### config.mk
export PLATFORM = sky130hd
export DESIGN_NAME = reg_write_arbiter
export DESIGN_NICKNAME = d
export VERILOG_FILES = /design/src/rtl/reg_write_arbiter_pkg.sv /design/src/rtl/register_we.sv /design/src/rtl/reg_write_arbiter.sv
export SDC_FILE = /design/constraint.sdc
export NUM_CORES = 1
export LEC_CHECK = 0
export CELL_PAD_IN_SITES_DETAIL_PLACEMENT = 0
export CELL_PAD_IN_SITES_GLOBAL_PLACEMENT = 1
export CORE_ASPECT_RATIO = 1.2
export CORE_MARGIN = 3
export CORE_UTILIZATION = 31
export CTS_CLUSTER_DIAMETER = 50
export DETAILED_ROUTE_END_ITERATION = 12
export HOLD_SLACK_MARGIN = 0.02
export PLACE_DENSITY_LB_ADDON = 0.1
export RECOVER_POWER = 50
export SYNTH_ARGS = -nofsm -noshare
export SYNTH_HDL_FRONTEND = slang
export SYNTH_HIERARCHICAL = 1
export SYNTH_SLANG_ARGS = --single-unit
### constraint.sdc
create_clock -name clk -period 3.6 [get_ports clk]
set_input_delay 0.72 -clock clk [delete_from_list [all_inputs] [get_ports clk]]
set_output_delay 0.72 -clock clk [all_outputs]
set_load 0.005 [all_outputs]
### src/rtl/reg_write_arbiter_pkg.sv
`default_nettype none
// ============================================================================
// Module   : reg_write_arbiter_pkg
// Purpose  : Shared defaults and helpers for the register write arbiter.
// Revision : 1.0  initial release
// ============================================================================
package reg_write_arbiter_pkg;

  localparam int DEFAULT_WIDTH = 8;
  localparam int DEFAULT_NREQ  = 4;

  // Number of bits needed to index n items, never less than one.
  function automatic int clog2_min1(input int n);
    int r;
    r = 0;
    for (int i = 0; i < 31; i++) begin
      if ((1 << i) < n) r = i + 1;
    end
    return (r < 1) ? 1 : r;
  endfunction

endpackage
`default_nettype wire

### src/rtl/register_we.sv
`default_nettype none
// ============================================================================
// Module   : register_we
// Purpose  : Enable-gated storage register with asynchronous reset.
// Revision : 1.0  initial release
// ============================================================================
module register_we #(
  parameter int WIDTH = 8
) (
  input  logic             clk,
  input  logic             reset,
  input  logic             en,
  input  logic [WIDTH-1:0] in,
  output logic [WIDTH-1:0] out
);

  logic [WIDTH-1:0] data_q;
  logic [WIDTH-1:0] data_d;

  // Load new data only when enabled, otherwise hold.
  always_comb begin
    data_d = data_q;
    if (en) data_d = in;
  end

  // Storage flop, cleared immediately by reset.
  always_ff @(posedge clk or posedge reset) begin
    if (reset) data_q <= '0;
    else       data_q <= data_d;
  end

  assign out = data_q;

endmodule
`default_nettype wire

### src/rtl/reg_write_arbiter.sv
`default_nettype none
// ============================================================================
// Module   : reg_write_arbiter
// Purpose  : Round-robin arbiter granting one client per cycle write access
//            to a shared register; returns a registered one-hot acknowledge.
// Revision : 1.0  initial release
// ============================================================================
module reg_write_arbiter
  import reg_write_arbiter_pkg::*;
#(
  parameter int WIDTH = DEFAULT_WIDTH,
  parameter int NREQ  = DEFAULT_NREQ,
  parameter int IDW   = 2
) (
  input  logic                  clk,
  input  logic                  reset,
  input  logic [NREQ-1:0]       req,
  input  logic [NREQ*WIDTH-1:0] wdata,
  output logic [NREQ-1:0]       gnt,
  output logic [WIDTH-1:0]      q,
  output logic [IDW-1:0]        owner,
  output logic                  wr_valid,
  output logic                  busy
);

  localparam logic [IDW:0]   NREQ_W = (IDW+1)'(NREQ);
  localparam logic [IDW-1:0] LAST_W = IDW'(NREQ - 1);

  generate
    if (IDW != clog2_min1(NREQ)) begin : g_idw_check
      $error("reg_write_arbiter: IDW does not match NREQ");
    end
  endgenerate

  logic [NREQ-1:0]  gnt_q, gnt_d;
  logic [IDW-1:0]   ptr_q, ptr_d;
  logic [IDW-1:0]   owner_q, owner_d;
  logic             wr_valid_q, wr_valid_d;

  logic [NREQ-1:0]  eligible;
  logic             any_eligible;
  logic [IDW-1:0]   winner;
  logic [IDW:0]     scan_idx;
  logic [WIDTH-1:0] win_data;

  // A client still seeing its acknowledge is masked so it cannot write twice in a row.
  assign eligible = req & ~gnt_q;
  assign busy     = |eligible;

  // Scan from ptr upward with wrap; walking offsets high-to-low leaves the
  // nearest eligible client (smallest offset) as the winner.
  always_comb begin
    winner       = '0;
    any_eligible = 1'b0;
    scan_idx     = '0;
    for (int k = NREQ - 1; k >= 0; k--) begin
      scan_idx = {1'b0, ptr_q} + (IDW+1)'(k);
      if (scan_idx >= NREQ_W) scan_idx = scan_idx - NREQ_W;
      if (eligible[scan_idx[IDW-1:0]]) begin
        winner       = scan_idx[IDW-1:0];
        any_eligible = 1'b1;
      end
    end
  end

  // Select the winning client's data lane.
  always_comb begin
    win_data = '0;
    for (int i = 0; i < NREQ; i++) begin
      if (winner == IDW'(i)) win_data = wdata[i*WIDTH +: WIDTH];
    end
  end

  // Next grant, owner, pointer and valid state.
  always_comb begin
    gnt_d      = '0;
    owner_d    = owner_q;
    ptr_d      = ptr_q;
    wr_valid_d = any_eligible;
    for (int i = 0; i < NREQ; i++) begin
      gnt_d[i] = any_eligible && (winner == IDW'(i));
    end
    if (any_eligible) begin
      owner_d = winner;
      ptr_d   = (winner == LAST_W) ? '0 : winner + IDW'(1);
    end
  end

  // Arbiter state registers.
  always_ff @(posedge clk or posedge reset) begin
    if (reset) begin
      gnt_q      <= '0;
      ptr_q      <= '0;
      owner_q    <= '0;
      wr_valid_q <= 1'b0;
    end else begin
      gnt_q      <= gnt_d;
      ptr_q      <= ptr_d;
      owner_q    <= owner_d;
      wr_valid_q <= wr_valid_d;
    end
  end

  register_we #(
    .WIDTH (WIDTH)
  ) u_storage (
    .clk   (clk),
    .reset (reset),
    .en    (any_eligible),
    .in    (win_data),
    .out   (q)
  );

  assign gnt      = gnt_q;
  assign owner    = owner_q;
  assign wr_valid = wr_valid_q;

endmodule
`default_nettype wire

==> results of run 1 <==
## sequential cells by signal, summed over array words and instances (netlist names)
register / cells
owner: 2
wr_valid: 1
u_storage/out: 8
gnt: 4
ptr_q: 2
## final cells by class
type                    count  area, µm²  share of cell area
inverters                   8       30.0              0.0180
repair buffers             56        549               0.329
well taps                  36       45.0              0.0270
flip-flops and latches     17        425               0.255
multi-input cells          71        591               0.354
clock buffers               3       22.5              0.0135
clock inverters             1       7.51             0.00449
## where the power goes
| part | switching, W | leakage [nW] | internal, W |
|---|---|---|---|
| registers | 0.0000592 | 0.207 | 0.000285 |
| logic | 0.000341 | 0.504 | 0.000517 |
| clock network | 0.0000586 | 0.0139 | 0.0000422 |
| total | 0.000458 | 0.725 | 0.000844 |
## metal layers
metal,part of all wire,wire length [µm]
met1,0.44,1150
met2,0.47,1220
met3,0.070,181
met4,0.019,50
met5,0,0
## worst max-delay path: cells and delay by family
family          cells  cell delay (ns)
fa+ha+maj           1             0.18
simple gates        2             0.62
mux                 1             0.20
buf+inv             2             0.74
compound gates      4             0.84
## placed cells by master, fill, tap and decap left out
master and n:
clkdlybuf4s50_1 45, dfrtp_1 17, nand2_1 10, mux2_4 9
inv_1 8, a221oi_1 8, nor2b_1 8, dlygate4sd3_1 8
o31ai_1 7, and2_2 4, ha_1 4, a21oi_1 3
o21ai_0 3, clkbuf_4 3, nor2b_4 2, nand2b_2 2
nand3b_1 2, buf_4 2, a21bo_2 1, nor3b_1 1
and2b_1 1, a311oi_1 1, or3_4 1, o21bai_1 1
a211oi_1 1, or3_2 1, o21a_1 1, clkinvlp_4 1
clkbuf_1 1
## worst max-delay path by stage
stage	from	endpoint	slack (ns)
2_1_floorplan	req[2]	u_storage/out[1]	0.99
3_3_place_gp	req[2]	u_storage/out[4]	0.30
3_5_place_dp	req[2]	u_storage/out[7]	0.24
4_1_cts	req[2]	u_storage/out[7]	0.53
5_1_grt	req[2]	u_storage/out[4]	0.25
6_report	req[0]	u_storage/out[4]	0.53
## through the flow
stage	instances	hold WS [ns]	util
6_report	192	0.513	0.523
5_1_grt	192	0.536	0.523
4_1_cts	192	0.528	0.524
3_5_place_dp	188	0.503	0.515
3_3_place_gp	188	0.499	0.515
2_1_floorplan	102	0.486	-
## kinds of logic (layout without fill, tap and decap cells)
family | after synthesis | in the layout | synth area share
muxes | 9 | 9 | 0.125
buffers and inverters | 14 | 68 | 0.0624
adders and majority gates | 4 | 4 | 0.0462
AOI/OAI and AO/OA | 26 | 26 | 0.179
DFF | 17 | 17 | 0.393
and+or+nand+nor | 32 | 32 | 0.195
==> run metrics, run 1 <==
largest area contributor in the netlist dfrtp_1; hold buffers post-CTS 0; largest net degree at the start of global routing 18; critical path's largest stage delay 0.55 ns; post-DP HPWL approximately 2.3 mm; fin nets 199; Starting DRT DRC Count 27; first-pass GRT wire length between 4 and 5 mm; Post-Place Worst Slack 0.241 ns; routed wire length 2.60 mm; Antenna diodes 0; Syn Nets 144; CP arrival around 3.3 ns; initial antenna violation count 0; htree depth 1; placed inst area around 0.0016 mm²; Clock Latency Late Sink roughly 0.28 ns; total core area around 0.0032 mm²; worst reg-to-reg path cell count 9; Clock Tree Root clkbuf_4; GRT busiest layer met2; worst-case clock buffer depth 2; cell area after synthesis around 0.0011 mm²; RR Endpoint u_storage/out[4]; Non-Filler Cell Area, Final between 0.0015 and 0.002 mm²; Clock transition at path regs around 0.1 ns; final total power 0.00130 W; sequential area share after synthesis 0.393; Clock Skew 0.00454 ns; Post-synth top cells dfrtp_1 (17), nand2_1 (10), mux2_4 (9); CTS tree done; Mean Syn Cell Area 10.6 µm²; Slew headroom 0.646; I/O Buffers 53; Initial Utilization 0.339; r2r startpoint gnt[2]; post-synth cell types 25; Hold Path End u_storage/out[6]; ys async rst share 1.00; Post-Syn Instances 102; EDFF count, synth 0; peak supply drop roughly 0.40 mV; Synth Warn # 6; Max Cap Viol 0; Die Y 70.8 µm; crit path cell chain dlygate4sd3_1, nor2b_4, a211oi_1, o21ai_0, buf_4, ha_1, nor2b_1, a221oi_1, o31ai_1, mux2_4; P_leak 0.725 nW; crit-path max FO 7; ys flop type dfrtp_1; r2r setup slk 1.00 ns; final setup vio count 0; Core Rows 22; critical path's slowest cell dlygate4sd3_1; Area contributors post-synth dfrtp_1 (39%), mux2_4 (12%), a221oi_1 (6.5%); final period utilization 0.853; WHS Path Cells 1; via/cell ratio approximately 4.9; met2 GRT Util 0.213; via count 936; Placer Congestion roughly 0.76; top-count cell post-synth dfrtp_1; layout cells sized above 1 0.167; antenna viol nets, final 0; Post-CTS Setup Repair Bufs 0; CTS sink cnt 17; Peak Freq around 330 MHz; met3 Resource Use GR 0.0237; met1 track demand over resource 0.170; Hold Vio Cnt, Final 0; post-route setup slack approximately 0.53 ns; Num CTS Buffers 3; Crit. End Element flop; Final min period between 3 and 4 ns; CP Data Required Time 3.83 ns; Synth top area share 0.393; Pwr Density about 800 mW/mm²; Worst Hold Launch u_storage/out[6]; critical path startpoint category primary input; Fin Setup TNS 0 ns; post-cts sizing count 0; Hold Path Class flop to flop; Die Area between 0.004 and 0.005 mm²; 1st-pass router iterations 4; status completed; path type of the worst setup path primary input to flop; area delta synth->final 54.2%; Total GRT Usage 0.132; total gr overflow 0; vias in the first global route about 940; Max Slew Vio Count 0; fill count 305; DRC 0; DR WL/cell ~14 µm; die width around 60 µm; RSZ-0062 raised after global routing no; Worst-Margin Slew about 0.53 ns; post-synthesis register bit count 17; Ports between 50 and 60
No activity file was read; power rests on OpenSTA's default activity.
==> run 2: changes to the inputs <==
--- a/config.mk
+++ b/config.mk
@@ -12,6 +12,7 @@
 export CORE_UTILIZATION = 31
 export CTS_CLUSTER_DIAMETER = 50
 export DETAILED_ROUTE_END_ITERATION = 12
+export GPL_TIMING_DRIVEN = 0
 export HOLD_SLACK_MARGIN = 0.02
 export PLACE_DENSITY_LB_ADDON = 0.1
 export RECOVER_POWER = 50
==> run 2 against run 1 <==
Critical path depth unchanged. Critical endpoint is now u_storage/out[3]. Sequential power hardly changed. Register-to-register slack lost 0.14 ns. Largest power group unchanged. Critical path type unchanged. Clock-buffer cell count did not move. Fmax decreased by 3.5%. Routed wire length rose by 2.8%. Utilization grew 0.51 points.
==> run metrics, run 2 (same netlist as run 1, synthesis figures left out) <==
DRC 0 (unchanged); area delta synth->final 55.7%; routed wire length 2.67 mm (+2.8%); CP arrival 3.42 ns (+0.11 ns); status completed; Clock Latency Late Sink 0.29 ns (about the same); CTS tree done; critical path startpoint category primary input; Hold Vio Cnt, Final 0 (unchanged); total core area 0.00319 mm² (unchanged); Worst-Margin Slew 0.503 ns (-0.0283 ns); Seq. cell area 425 µm² (unchanged); peak supply drop 0.404 mV (+0.15%); max reg flops 8 (unchanged); Die Area 0.00424 mm² (unchanged); combinational share of power 0.659 (about the same); post-cts sizing count 0 (unchanged); 1st-pass router iterations 6 (+2); Max Cap Viol 0 (unchanged); total gr overflow 0 (unchanged); Antenna diodes 0 (unchanged); Starting DRT DRC Count 17 (-37%); Die Y 70.8 µm (unchanged); P_leak 0.735 nW (+1.3%); sequential share of power 0.264 (about the same); most frequent cells in the layout clkdlybuf4s50_1 (45), dfrtp_1 (17), nand2_1 (10); placed inst area 0.00166 mm² (+0.91%); hold buffers post-CTS 0 (unchanged); Initial Utilization 0.339 (unchanged); fin nets 202 (+1.5%); Post-CTS Setup Repair Bufs 0 (unchanged); Hold Path Class flop to flop; post-route setup slack 0.414 ns (-0.113 ns); Placer Congestion 0.743 (-2.5%); Post-Place Worst Slack -0.110 ns (-0.351 ns); footprint of the multi-input gates 591 µm² (unchanged); DR WL/cell 13.7 µm (+1.2%); Peak Freq 314 MHz (-3.5%); Non-Filler Cell Area, Final 0.00169 mm² (+0.97%); layout cells sized above 1 0.164 (-0.00314); r2r setup slk 0.86 ns (-0.14 ns); Sw Pwr 0.000461 W (+0.61%); CTS sink cnt 17 (unchanged); Num CTS Buffers 3 (unchanged); worst-case clock buffer depth 2 (unchanged); Ports 54 (unchanged); initial antenna violation count 0 (unchanged); Clk network pwr share 0.077 (about the same); largest net degree at the start of global routing 11 (-7); Clock Skew 0.000836 ns (-0.00370 ns); vias in the first global route 940 (+0.32%); crit-path max FO 7 (unchanged); Final min period 3.19 ns (+0.113 ns); Max Slew Vio Count 0 (unchanged); CP Data Required Time 3.83 ns (about the same); Crit. End Element flop; Fin Setup TNS 0 ns (unchanged); Slew headroom 0.664 (+0.0182); Clock transition at path regs 0.10 ns (about the same); path type of the worst setup path primary input to flop; RSZ-0062 raised after global routing no; commonest non-fill, non-tap cell in the layout clkdlybuf4s50_1; antenna viol nets, final 0 (unchanged); htree depth 1 (unchanged); via count 956 (+2.1%); Pwr Density 770 mW/mm² (-1.3%); switching share of total power 0.355 (+0.00334); post-DP HPWL 2.25 mm (-0.22%); I/O Buffers 53 (unchanged); final period utilization 0.885 (+0.0314); Total GRT Usage 0.130 (-0.00242); final setup vio count 0 (unchanged); Clock Tree Root clkbuf_4; die width 60.0 µm (unchanged); via/cell ratio 4.90 (+0.57%); internal power 0.000837 W (-0.85%); fill count 314 (+3.0%); first-pass GRT wire length 4.22 mm (-1.5%); Core Rows 22 (unchanged)
[run 2: worst paths after layout]
| check | startpoint | endpoint | cells after the start |
|---|---|---|---|
| worst max-delay path | req[2] | u_storage/out[3] | 10 |
| worst min-delay path | u_storage/out[6] | u_storage/out[6] | 1 |
| worst max register to register | gnt[2] | u_storage/out[3] | 9 |
| worst min register to register | u_storage/out[6] | u_storage/out[6] | 1 |
| max in group asynchronous | reset | gnt[3] | 2 |
| min in group asynchronous | reset | u_storage/out[2] | 2 |
[run 2: routing by layer]
| layer | global-route usage | up-vias | wire (µm) | part of all wire |
|---|---|---|---|---|
| met2 | 0.202 | 43 | 1280 | 0.48 |
| met4 | 0.0517 | 0 | 22 | 0.0082 |
| met5 | 0 | - | 0 | 0 |
| met3 | 0.0292 | 2 | 209 | 0.078 |
| li1 | - | 479 | - | - |
| met1 | 0.171 | 432 | 1160 | 0.43 |
[run 2: stage by stage]
stage | total power, W | std cells | hold WS (ns) | util
2_1_floorplan | 0.000906 | 102 | 0.486 | -
3_3_place_gp | 0.00122 | 191 | 0.498 | 0.520
3_5_place_dp | 0.00123 | 191 | 0.499 | 0.520
4_1_cts | 0.00134 | 195 | 0.530 | 0.528
5_1_grt | 0.00141 | 195 | 0.541 | 0.528
6_report | 0.00130 | 195 | 0.515 | 0.528
[run 2: area by class of cell]
class                   count  area share
plain buffers               6      0.0223
clock buffers               3      0.0134
clock inverters             1     0.00297
inverters                   8      0.0178
multi-input cells          71       0.350
flip-flops and latches     17       0.252
well taps                  36      0.0267
repair buffers             53       0.315
[run 2: critical path, stage by stage]
cell and delay, ns:
clkdlybuf4s50_1 0.47, nor3b_1 0.27, a211oi_1 0.09, o21ai_1 0.36, inv_1 0.13, ha_1 0.23
nor2b_1 0.41, a221oi_1 0.17, o31ai_1 0.36, mux2_4 0.21
[run 2: power by group through the flow]
stage / registers (W) / logic (W) / clock network [W]
after floorplan: 0.000346 / 0.000560 / 0
after global placement: 0.000348 / 0.000867 / 0
after detailed placement: 0.000350 / 0.000879 / 0
after CTS: 0.000347 / 0.000881 / 0.000107
after global routing: 0.000359 / 0.000939 / 0.000117
final: 0.000343 / 0.000856 / 0.0000997
